===== config.mk =====
export PLATFORM = sky130hd
export DESIGN_NAME = gmii_tx_arb
export DESIGN_NICKNAME = d
export VERILOG_FILES = /design/src/rtl/gmii_tx_pkg.sv /design/src/rtl/gmii_tx_arb_crc32_d8.sv /design/src/rtl/gmii_tx_arb.sv
export SDC_FILE = /design/constraint.sdc
export NUM_CORES = 1
export LEC_CHECK = 0
export ABC_CLOCK_PERIOD_IN_PS = 3140
export BUFFER_PORTS_ARGS = -buffer_cell sky130_fd_sc_hd__buf_2
export CORE_MARGIN = 8
export CORE_UTILIZATION = 55
export DETAILED_ROUTE_END_ITERATION = 12
export GPL_TIMING_DRIVEN = 0
export HOLD_SLACK_MARGIN = 0.03
export PLACE_DENSITY = 0.75
export SYNTH_ARGS = -nofsm -noshare
export SYNTH_HDL_FRONTEND = slang
export SYNTH_SLANG_ARGS = --single-unit
export TNS_END_PERCENT = 100

===== constraint.sdc =====
create_clock -name clk125 -period 3.14 [get_ports clk125]
set_clock_uncertainty 0.15 [all_clocks]
set_input_delay 0.628 -clock clk125 [delete_from_list [all_inputs] [get_ports clk125]]
set_output_delay 0.628 -clock clk125 [all_outputs]
set_load 0.02 [all_outputs]

===== src/rtl/gmii_tx_pkg.sv =====
// Shared encodings and constants for the GMII transmit arbiter and its CRC datapath.
// Pure declarations: no logic, no latency, no flow control.
package gmii_tx_pkg;
    typedef enum logic [2:0] {
        ST_IDLE,
        ST_PRE,
        ST_SFD,
        ST_DATA,
        ST_PAD,
        ST_FCS,
        ST_IFG
    } state_e;

    localparam logic [7:0]  PRE_BYTE    = 8'h55;
    localparam logic [7:0]  SFD_BYTE    = 8'hD5;
    localparam int unsigned MIN_FRAME   = 60;
    localparam logic [31:0] CRC_POLY    = 32'hEDB88320;
    localparam logic [31:0] CRC_INIT    = 32'hFFFFFFFF;
    localparam logic [31:0] CRC_RESIDUE = 32'hDEBB20E3;
endpackage


===== src/rtl/gmii_tx_arb_crc32_d8.sv =====
// Next-state CRC-32 for one reflected input byte, LSB of d processed first.
// Purely combinational, zero latency, no flow control.
module crc32_d8
    import gmii_tx_pkg::*;
(
    input  logic [31:0] crc_in,
    input  logic [7:0]  d,
    output logic [31:0] crc_out
);
    always_comb begin
        crc_out = crc_in;
        for (int i = 0; i < 8; i++) begin
            if (crc_out[0] ^ d[i]) crc_out = (crc_out >> 1) ^ CRC_POLY;
            else                   crc_out = crc_out >> 1;
        end
    end
endmodule


===== src/rtl/gmii_tx_arb.sv =====
// Arbitrates video/audio sources onto one GMII TX port, framing with preamble, pad, FCS, IFG.
// req->first preamble byte: 1 cycle; sources cannot be stalled, they must supply a byte on every ack.
module gmii_tx_arb
    import gmii_tx_pkg::*;
#(
    parameter int unsigned IFG_BYTES    = 12,
    parameter int unsigned PREAMBLE_LEN = 7,
    parameter int unsigned MAX_FRAME    = 1514,
    parameter bit          AUDIO_PRIO   = 1'b1
) (
    input  logic       clk125,
    input  logic       sys_rst,
    input  logic       vid_req,
    input  logic [7:0] vid_data,
    input  logic       vid_last,
    output logic       vid_gnt,
    output logic       vid_ack,
    input  logic       aud_req,
    input  logic [7:0] aud_data,
    input  logic       aud_last,
    output logic       aud_gnt,
    output logic       aud_ack,
    output logic [7:0] txd,
    output logic       tx_en,
    output logic       busy,
    output logic       trunc_err
);
    localparam logic [7:0]  PRE_LAST = 8'(PREAMBLE_LEN - 2);
    localparam logic [7:0]  IFG_LAST = 8'(IFG_BYTES - 1);
    localparam logic [10:0] MIN_W    = 11'(MIN_FRAME);
    localparam logic [10:0] MAX_W    = 11'(MAX_FRAME);

    state_e      state_q, state_d;
    logic [7:0]  cnt_q, cnt_d;
    logic [10:0] bcnt_q, bcnt_d;
    logic [31:0] crc_q, crc_d;
    logic [7:0]  txd_q, txd_d;
    logic        tx_en_q, tx_en_d;
    logic        vid_gnt_q, vid_gnt_d;
    logic        aud_gnt_q, aud_gnt_d;
    logic        last_aud_q, last_aud_d;
    logic        corrupt_q, corrupt_d;
    logic        trunc_q, trunc_d;

    logic        ack;
    logic [7:0]  in_dat;
    logic        in_last;
    logic [7:0]  crc_byte;
    logic [31:0] crc_next;
    logic [31:0] fcs_word;
    logic [10:0] bcnt_inc;
    logic        pick_vid;

    assign ack      = (state_q == ST_DATA) & (vid_gnt_q | aud_gnt_q);
    assign in_dat   = vid_gnt_q ? vid_data : aud_data;
    assign in_last  = vid_gnt_q ? vid_last : aud_last;
    assign crc_byte = (state_q == ST_PAD) ? 8'h00 : in_dat;
    assign fcs_word = corrupt_q ? crc_q : ~crc_q;
    assign bcnt_inc = bcnt_q + 11'd1;
    // Video wins a tie only in round-robin mode when audio had the previous grant.
    assign pick_vid = vid_req & (~aud_req | (~AUDIO_PRIO & last_aud_q));

    crc32_d8 u_crc (
        .crc_in  (crc_q),
        .d       (crc_byte),
        .crc_out (crc_next)
    );

    // txd_q is loaded one edge ahead, so each state prepares the byte for the next cycle.
    always_comb begin
        state_d    = state_q;
        cnt_d      = cnt_q;
        bcnt_d     = bcnt_q;
        crc_d      = crc_q;
        txd_d      = txd_q;
        tx_en_d    = tx_en_q;
        vid_gnt_d  = vid_gnt_q;
        aud_gnt_d  = aud_gnt_q;
        last_aud_d = last_aud_q;
        corrupt_d  = corrupt_q;
        trunc_d    = 1'b0;
        unique case (state_q)
            ST_IDLE: begin
                txd_d   = 8'h00;
                tx_en_d = 1'b0;
                if (vid_req | aud_req) begin
                    state_d    = (PREAMBLE_LEN > 1) ? ST_PRE : ST_SFD;
                    cnt_d      = '0;
                    txd_d      = PRE_BYTE;
                    tx_en_d    = 1'b1;
                    vid_gnt_d  = pick_vid;
                    aud_gnt_d  = ~pick_vid;
                    last_aud_d = ~pick_vid;
                    corrupt_d  = 1'b0;
                end
            end
            ST_PRE: begin
                cnt_d = cnt_q + 8'd1;
                if (cnt_q == PRE_LAST) state_d = ST_SFD;
            end
            ST_SFD: begin
                txd_d   = SFD_BYTE;
                crc_d   = CRC_INIT;
                bcnt_d  = '0;
                state_d = ST_DATA;
            end
            ST_DATA: begin
                txd_d  = in_dat;
                crc_d  = crc_next;
                bcnt_d = bcnt_inc;
                if (in_last) begin
                    cnt_d   = '0;
                    state_d = (bcnt_inc < MIN_W) ? ST_PAD : ST_FCS;
                end else if (bcnt_inc == MAX_W) begin
                    cnt_d     = '0;
                    state_d   = ST_FCS;
                    corrupt_d = 1'b1;
                    trunc_d   = 1'b1;
                end
            end
            ST_PAD: begin
                txd_d  = 8'h00;
                crc_d  = crc_next;
                bcnt_d = bcnt_inc;
                if (bcnt_inc == MIN_W) begin
                    cnt_d   = '0;
                    state_d = ST_FCS;
                end
            end
            ST_FCS: begin
                txd_d = fcs_word[{cnt_q[1:0], 3'b000} +: 8];
                cnt_d = cnt_q + 8'd1;
                if (cnt_q[1:0] == 2'd3) begin
                    cnt_d   = '0;
                    state_d = ST_IFG;
                end
            end
            ST_IFG: begin
                txd_d     = 8'h00;
                tx_en_d   = 1'b0;
                vid_gnt_d = 1'b0;
                aud_gnt_d = 1'b0;
                cnt_d     = cnt_q + 8'd1;
                if (cnt_q == IFG_LAST) state_d = ST_IDLE;
            end
            default: state_d = ST_IDLE;
        endcase
    end

    always_ff @(posedge clk125) begin
        if (sys_rst) begin
            state_q    <= ST_IDLE;
            cnt_q      <= '0;
            bcnt_q     <= '0;
            crc_q      <= CRC_INIT;
            txd_q      <= '0;
            tx_en_q    <= 1'b0;
            vid_gnt_q  <= 1'b0;
            aud_gnt_q  <= 1'b0;
            last_aud_q <= 1'b1;
            corrupt_q  <= 1'b0;
            trunc_q    <= 1'b0;
        end else begin
            state_q    <= state_d;
            cnt_q      <= cnt_d;
            bcnt_q     <= bcnt_d;
            crc_q      <= crc_d;
            txd_q      <= txd_d;
            tx_en_q    <= tx_en_d;
            vid_gnt_q  <= vid_gnt_d;
            aud_gnt_q  <= aud_gnt_d;
            last_aud_q <= last_aud_d;
            corrupt_q  <= corrupt_d;
            trunc_q    <= trunc_d;
        end
    end

    assign vid_gnt   = vid_gnt_q;
    assign aud_gnt   = aud_gnt_q;
    assign vid_ack   = ack & vid_gnt_q;
    assign aud_ack   = ack & aud_gnt_q;
    assign txd       = txd_q;
    assign tx_en     = tx_en_q;
    assign busy      = (state_q != ST_IDLE);
    assign trunc_err = trunc_q;
endmodule


==> flow_summary.ini <==
[final_layout]
drive_gt1_frac = 0.186
area_growth_pct = 11.4
final_nets = 572
diodes = 0

[cts]
root_buffer = clkbuf_8
clock_tree.buffer_depth = 2
cts_setup_buffers = 0
tritoncts = built
ctsHtreeMaxLevel = 3
clock_sinks = 67
cts_buffers = 9
cts.reportedPaths.clkPinSlew_ps = 70
worstSkewPairLatency_ps = 340

[synth]
async_flop_share = 0
yosysTopAreaCell = dfxtp_1
synth_area_leaders = dfxtp_1, xnor2_1, xnor2_4, nor2_1, a21oi_1
synth_top_area_frac = 0.305
ys.flop_type = dfxtp_1
syn-num-nets = 525
ys_warn_count = 0
ys_seq_area_frac = 0.305
synth.avg_cell_area_um2 = 8.86
synth-edff-count = 0
synth.distinct_cells = 65
synth.cell_area_mm2 = 0.00440
synthCells = 497
ys_ff_latch = 67

[drt]
drc = 0
vias_per_cell = 6.13
via_count = 3982
first_pass_iters = 5
drt_wl_total_um = 12100
ant_nets = 0
drt-initial-drc-count = 319
routedWlPerCell_um = 18.6

[die]
initial_core_util = 0.570
die_h_um = 105
die_w_um = 105
coreArea_mm2 = 0.00773
pin_count = 37
rows = 32
dieArea_mm2 = 0.0111

[pwr]
p_per_area_mw_per_mm2 = 841
internal-power_mw = 2.32
comb_power_share = 0.566
p_switching_mw = 1.81
power.share.clock = 0.161
leakage_nw = 1.76
peakVddDrop_uv = 385
seqPwrFrac = 0.272
swShare = 0.438

[timing]
grt_setup_unrepaired = no
final_hold_viol_count = 0
whs_ps = 351
finalMaxSlewViolations = 0
worst_pin_slew_ps = 1110
setup_violations = 0
relSlewSlack = 0.258
min_period_ps = 2890
tns_ps = 0
fmax_mhz = 346
finalCritPeriodShare = 0.921

[setup_path]
cp_top_family = compound AO/OA/AOI/OAI gates
max_stage_delay_ps = 510
critPathRequiredTime_ps = 3170
path_max_fanout = 9
worst-setup-path-type = reg -> reg
crit_chain = ha_1 > nand3_1 > nor2_1 > nand3_1 > a2111oi_4 > o21ai_0 > nor2_1 > a211oi_1
crit_slowest_cell = a2111oi_4
crit_buf_inv = 0
critPathLaunchType = flip-flop
arrival_ps = 2930
worst_setup_path_end_kind = flip-flop

[grt]
grt_pass1_wl_um = 19800
grt-ovfl-total = 0
grt_max_degree = 12
grt_pass1_vias = 3926
antenna_found_initial = 0
track_usage = 0.218

[place]
gp_congestion = 0.959
io_buffers = 36
dp_hpwl_um = 9010

[run_status]
status = complete, no violations

[run]
max-cap-violations = 0

[worst_hold_path]
hp-class = reg -> reg
==> power groups by stage <==
stage	combinational, mW	clock, mW	sequential [mW]
after floorplan	1.79	0	1.14
after global placement	2.26	0	1.13
after detailed placement	2.29	0	1.14
after CTS	2.31	0.672	1.12
after global routing	2.51	0.700	1.13
final	2.34	0.665	1.12
==> per-stage QoR <==
step                setup WS (ps)   util  power (mW)  instances  area, um^2
finish                        248  0.635        4.13        650        4900
global route                 33.2  0.635        4.34        650        4900
CTS                           171  0.633        4.11        650        4890
detailed placement            178  0.610        3.43        635        4710
global placement              218  0.610        3.39        635        4710
floorplan                     666      -        2.94        497        4400
==> cells in the final DEF (no fill, tap or decap), types with 5 or more instances in the layout <==
master / instances
ha_1: 6
dfxtp_1: 66
nor2_1: 58
clkbuf_8: 12
o22ai_1: 11
a21oi_1: 38
nand3_1: 9
mux4_2: 8
and3_1: 5
o21ai_0: 27
xor2_1: 11
xnor2_1: 52
nor2_2: 5
nor3_1: 9
inv_1: 12
nand2_1: 39
xnor2_4: 8
a222oi_1: 8
a31oi_1: 8
a311oi_1: 8
clkbuf_1: 23
buf_2: 41
mux2i_1: 5
==> repair_timing <==
action                                  CTS  global route
endpoints found under the setup margin    0             9
hold buffers                              0             0
resized for setup                         0             2
==> logic make-up (layout without fill, tap and decap cells) <==
group                    after synthesis  in the layout  synth area share
flip-flops                            67             67             0.305
XOR/XNOR                              80             80             0.215
AND/OR/NAND/NOR                      151            151             0.161
adder cells (fa/ha/maj)                6              6            0.0170
buffers and inverters                 44             95            0.0432
multiplexers                          17             17            0.0642
AO/OA/AOI/OAI                        132            132             0.194
==> layout make-up <==
class	instances	area, um^2
multi-input combinational	386	2880
fill	685	2820
sequential	67	1340
timing repair buffer	36	180
clock buffer	13	169
buffer	31	141
tap	102	128
inverter	13	48.8
clock inverter	2	10.0
==> Yosys cell counts, types with 3 or more instances <==
cell,count
nor2_1,58
and3_1,5
o21ai_1,3
o22ai_1,11
a21o_1,3
a222oi_1,8
a211oi_1,3
nor3_1,9
buf_2,5
a311oi_1,8
or3_1,4
xor2_1,11
o21ai_0,27
mux4_2,8
inv_1,12
or2_2,3
xnor2_4,8
a21oi_1,38
ha_1,6
clkbuf_1,22
mux2i_1,5
nand2_1,39
xnor2_1,52
xnor2_2,4
nor2_2,5
dfxtp_1,67
a31oi_1,8
o31ai_1,4
nand3b_1,3
nand3_1,9
==> sequential cells by signal, indices dropped and copies added (netlist names) <==
| register | count |
|---|---|
| aud_gnt | 1 |
| bcnt_q | 11 |
| txd | 8 |
| crc_q | 32 |
| trunc_err | 1 |
| tx_en | 1 |
| cnt_q | 8 |
| state_q | 3 |
| corrupt_q | 1 |
| vid_gnt | 1 |
==> per-layer routing <==
| metal | up-vias | global-route usage | routed length (um) |
|---|---|---|---|
| li1 | 1870 | - | - |
| met1 | 1870 | 0.279 | 5180 |
| met2 | 213 | 0.343 | 5560 |
| met3 | 29 | 0.0359 | 982 |
| met4 | 0 | 0.119 | 341 |
| met5 | - | 0 | 0 |
==> worst paths after layout <==
path	start	end	slack (ps)	depth (start not counted)
max	bcnt_q[1]	cnt_q[0]	250	8
min	cnt_q[7]	cnt_q[7]	350	1
max reg2reg	bcnt_q[1]	cnt_q[0]	250	8
min reg2reg	cnt_q[7]	cnt_q[7]	350	1
No activity file was read; power rests on OpenSTA's default activity.
